File: src/rtl/bcd_serial_adder_ctrl.sv
// bcd_serial_adder_ctrl
//
// Multi-digit packed-BCD adder controller. One single-digit BCD add stage
// is reused for every digit. Digits are processed least-significant first,
// one digit per clock, and a carry register ripples between them.
//
// Ports:
//   clk    - rising-edge clock
//   rst_n  - synchronous active-low reset
//   start  - request an operation; only honoured while idle
//   a_bcd  - operand A, packed BCD, digit 0 in [3:0]
//   b_bcd  - operand B, packed BCD
//   cin    - decimal carry into digit 0
//   busy   - high while digits are being added
//   done   - one-cycle pulse; sum/cout/err are valid from this cycle on
//   sum    - packed BCD result
//   cout   - decimal carry out of the top digit
//   err    - at least one operand digit was greater than 9 (sticky per operation)
module bcd_serial_adder_ctrl #(
  parameter int DIGITS = 4
) (
  input  logic                  clk,
  input  logic                  rst_n,
  input  logic                  start,
  input  logic [4*DIGITS-1:0]   a_bcd,
  input  logic [4*DIGITS-1:0]   b_bcd,
  input  logic                  cin,
  output logic                  busy,
  output logic                  done,
  output logic [4*DIGITS-1:0]   sum,
  output logic                  cout,
  output logic                  err
);

  // A one-digit build still needs a one-bit index register.
  localparam int IDXW = (DIGITS > 1) ? $clog2(DIGITS) : 1;
  localparam logic [IDXW-1:0] LAST_IDX = IDXW'(DIGITS - 1);

  typedef enum logic [1:0] {
    IDLE = 2'd0,
    ADD  = 2'd1,
    DONE = 2'd2
  } state_t;

  state_t              state;
  logic [4*DIGITS-1:0] a_reg;
  logic [4*DIGITS-1:0] b_reg;
  logic                carry;
  logic [IDXW-1:0]     idx;

  logic [3:0] a_dig;
  logic [3:0] b_dig;
  logic [4:0] s_raw;
  logic [4:0] s_adj;
  logic [3:0] dig_out;
  logic       carry_next;
  logic       dig_bad;

  // Single-digit BCD add stage working on the digit selected by idx.
  // The 5-bit raw sum covers invalid digits too (up to 31); the +6
  // correction is applied whenever the raw sum exceeds 9, with no saturation.
  always_comb begin
    a_dig      = a_reg[{idx, 2'b00} +: 4];
    b_dig      = b_reg[{idx, 2'b00} +: 4];
    s_raw      = {1'b0, a_dig} + {1'b0, b_dig} + {4'b0000, carry};
    s_adj      = s_raw + 5'd6;
    dig_out    = s_raw[3:0];
    carry_next = 1'b0;
    if (s_raw > 5'd9) begin
      dig_out    = s_adj[3:0];
      carry_next = 1'b1;
    end
    dig_bad = (a_dig > 4'd9) || (b_dig > 4'd9);
  end

  // Sequencer. Every output is a register, so busy and done are set on
  // the edge that enters the corresponding state rather than decoded.
  // cout is only written on the edge that enters DONE and holds otherwise.
  always_ff @(posedge clk) begin
    if (!rst_n) begin
      state <= IDLE;
      a_reg <= '0;
      b_reg <= '0;
      carry <= 1'b0;
      idx   <= '0;
      busy  <= 1'b0;
      done  <= 1'b0;
      sum   <= '0;
      cout  <= 1'b0;
      err   <= 1'b0;
    end else begin
      done <= 1'b0;
      unique case (state)
        IDLE: begin
          if (start) begin
            a_reg <= a_bcd;
            b_reg <= b_bcd;
            carry <= cin;
            idx   <= '0;
            err   <= 1'b0;
            sum   <= '0;
            busy  <= 1'b1;
            state <= ADD;
          end
        end
        ADD: begin
          sum[{idx, 2'b00} +: 4] <= dig_out;
          carry <= carry_next;
          if (dig_bad) begin
            err <= 1'b1;
          end
          if (idx == LAST_IDX) begin
            busy  <= 1'b0;
            done  <= 1'b1;
            cout  <= carry_next;
            state <= DONE;
          end else begin
            idx <= idx + 1'b1;
          end
        end
        DONE: begin
          state <= IDLE;
        end
        default: begin
          state <= IDLE;
          busy  <= 1'b0;
        end
      endcase
    end
  end

endmodule

File: config.mk
export PLATFORM = sky130hd
export DESIGN_NAME = bcd_serial_adder_ctrl
export DESIGN_NICKNAME = d
export VERILOG_FILES = /design/src/rtl/bcd_serial_adder_ctrl.sv
export SDC_FILE = /design/constraint.sdc
export NUM_CORES = 1
export LEC_CHECK = 0
export CAP_MARGIN = 40
export CORE_MARGIN = 3
export CORE_UTILIZATION = 40
export DETAILED_ROUTE_END_ITERATION = 12
export GPL_TIMING_DRIVEN = 0
export HOLD_SLACK_MARGIN = 0.05
export PLACE_DENSITY = 0.7
export SLEW_MARGIN = 20
export SYNTH_ARGS = -nofsm -noshare
export SYNTH_HDL_FRONTEND = slang
export SYNTH_SLANG_ARGS = --single-unit
export TNS_END_PERCENT = 1
File: constraint.sdc
create_clock -name clk -period 5 [get_ports clk]
set_input_delay 1 -clock clk [delete_from_list [all_inputs] [get_ports clk]]
set_output_delay 1 -clock clk [all_outputs]
set_load 0.05 [all_outputs]
==> metrics.yaml <==
r2r_end: "sum[2]$_SDFFE_PN0P_"
startpoint: "idx[0]$_SDFFE_PN0P_"
p_sw_uw: 299
coreArea_sq_um: 6030
crit_path_end_kind: "flop"
cp.depth: 12
drcViolationCount: 0
hold_viol: 0
cp-start-kind: "flop"
numPortBuffers: 54
clock_path_buffers: 2
combPwrFrac_pct: 17.6
dieArea_sq_um: 7290
clockPowerShare_pct: 39.8
path_cells: "buf_2 > buf_2 > mux4_2 > fa_1 > fa_1 > xnor2_1 > ha_1 > or2b_1 > a41oi_4 > mux2i_1 > nand3_1 > nand2_1"
nNetsFinal: 397
cts_sinks: 57
wire_per_inst_um: 14.2
ios: 56
htree_levels: 3
grt_max_degree: 11
maxCapViolations: 0
clk_latency_ns: 0.34
drive_above_1_share_pct: 9.58
viasPerCell: 5.11
worst-path-buf-inv: 2
post_synth_num_cell_types: 34
diodes: 0
worstPathArrival_ns: 4.37
peakVddDrop_mv: 0.181
wl_mm: 6.13
final_cell_mix: "74 x nand2_1, 57 x dfxtp_1, 54 x clkdlybuf4s50_1"
overflow: 0
antenna_found_initial: 0
start_util_pct: 41.8
layout_commonest_cell: "nand2_1"
maxSlewHeadroom_pct: 49.5
swShare_pct: 26.1
final_core_util_pct: 55.9
finalWeightedCongestion: 0.784
setup.worst_path.class: "reg2reg"
m1WireLength_mm: 2.68
hold_class: "reg2reg"
endpoint: "sum[2]$_SDFFE_PN0P_"
syn2layout_area_growth_pct: 33.7
wl_met3_um: 312
syn_area_sq_um: 2520
finalSetupViolations: 0
reg2reg_from: "idx[0]$_SDFFE_PN0P_"
highest_layer: "met4"
gr-usage-all-layers_pct: 18.2
fin_cells: 430
cts_setup_buffers: 0
cts_buffers: 9
power_per_cell_area_nw_per_um2: 340
tightest_slew_ns: 0.751
drtIter0Drc: 68
route.vias.total: 2197
firstDrtPassIters: 4
p_leak_nw: 1.31
slowest_stage: "mux4_2"
fmax_mhz: 244
min_period_ns: 4.09
cp_max_fo: 10
finalCritPeriodShare_pct: 81.9
cts_tree: "built"
rows: 28
antenna_left: 0
path_delay_family: "adder cells"
r2r_cells: 12
ys_ff_latch: 57
max_stage_delay_ns: 0.57
syn_inst: 286
p_total_mw: 1.14
status: "completed"
postCtsHoldBufs: 0
dp.cells: 415
synth_warnings: 0
reg2reg_slack_ns: 0.91
synth_seq_area_share_pct: 45.3
syn_area_per_cell_sq_um: 8.81
dieHeight_um: 85.4
rsz0062_at_grt: "no"
setup_tns_ns: 0
critPathRequiredTime_ns: 5.28
root_buffer: "clkbuf_8"
synthesis.nets: 332
postCtsResizedCells: 0
grt_pass1_vias: 2184
power.internal_uw: 846
dpl.hpwl_mm: 4.53
wl_met2_mm: 3.00
grt_pass1_wl_mm: 10.3
drv_slew: 0
pwr-share-seq_pct: 42.6
clk_pin_slew_worst_paths_ns: 0.07
die_w_um: 85.4
whs_ns: 0.455
fin_skew_ns: 0.0105
[how the worst min path moves through the flow]
stage	startpoint	to	slack, ns	depth (start not counted)
after detailed placement	b_reg[11]$_SDFFE_PN0P_	b_reg[11]$_SDFFE_PN0P_	0.45	2
after CTS	b_reg[15]$_SDFFE_PN0P_	b_reg[15]$_SDFFE_PN0P_	0.46	2
after global routing	b_reg[11]$_SDFFE_PN0P_	b_reg[11]$_SDFFE_PN0P_	0.47	2
after global placement	a_reg[9]$_SDFFE_PN0P_	a_reg[9]$_SDFFE_PN0P_	0.44	2
after floorplan	a_reg[10]$_SDFFE_PN0P_	a_reg[10]$_SDFFE_PN0P_	0.43	2
final	b_reg[11]$_SDFFE_PN0P_	b_reg[11]$_SDFFE_PN0P_	0.45	2
[layout make-up]
| type | instances | area [sq um] |
|---|---|---|
| Buffer | 18 | 78.8 |
| Fill cell | 575 | 2660 |
| Tap cell | 75 | 93.8 |
| Clock inverter | 2 | 35.0 |
| Multi-Input combinational cell | 206 | 1280 |
| Clock buffer | 13 | 179 |
| Inverter | 5 | 18.8 |
| Sequential cell | 57 | 1140 |
| Timing Repair Buffer | 54 | 541 |
[worst min-delay path, delay by kind of cell, from the launching register on]
family / cells / cell delay [ns]
flops: 1 / 0.31
compound gates: 1 / 0.05
simple gates: 1 / 0.05
[synthesized netlist by cell type (all sizes together)]
master / count / share of area [%]
clkbuf: 14 / 2.1
fa: 2 / 1.6
a41oi: 1 / 1.1
buf: 4 / 1.0
a21o: 5 / 1.5
dfxtp: 57 / 45
or2: 1 / 0.25
o21a: 1 / 0.30
o21ai: 3 / 0.60
a21oi: 42 / 8.3
and3: 4 / 1.0
nor4: 4 / 0.99
o221ai: 1 / 0.35
nor3: 1 / 0.20
o21bai: 1 / 0.30
nand2: 74 / 11
or2b: 1 / 0.30
mux4: 8 / 7.1
a32o: 4 / 1.6
nand2b: 3 / 0.74
ha: 8 / 4.0
mux2i: 1 / 0.40
or3: 1 / 0.45
a22oi: 9 / 2.7
nor2: 19 / 2.8
xnor2: 2 / 0.99
nand3: 9 / 1.8
a311oi: 1 / 0.35
inv: 5 / 0.74
[power groups by stage]
stage	Clock (mW)	Sequential (mW)	Combinational, mW
after detailed placement	0	0.497	0.202
after CTS	0.463	0.487	0.204
after global routing	0.484	0.490	0.224
after global placement	0	0.496	0.198
after floorplan	0	0.504	0.125
final	0.456	0.488	0.202
[kinds of logic after synthesis]
kind of cell	synth area share [%]
muxes	7.55
buffers and inverters	3.87
and+or+nand+nor	19.6
AOI/OAI and AO/OA	17.1
DFF	45.3
adders and majority gates	5.56
xor gates and xnor gates	0.993
[metrics by stage]
stage          area (sq um)  worst slack (ns)
2_1_floorplan          2520              1.45
3_3_place_gp           3150              1.04
3_5_place_dp           3150             0.917
4_1_cts                3370             0.880
5_1_grt                3370             0.669
6_report               3370             0.907
[routing by layer]
metal / track usage, % / up-vias
met4: 9.06 / 0
met3: 3.79 / 9
met1: 21.5 / 1006
li1: - / 1122
met2: 31.2 / 60
met5: 0 / -
(Power assumes the default switching activity.)
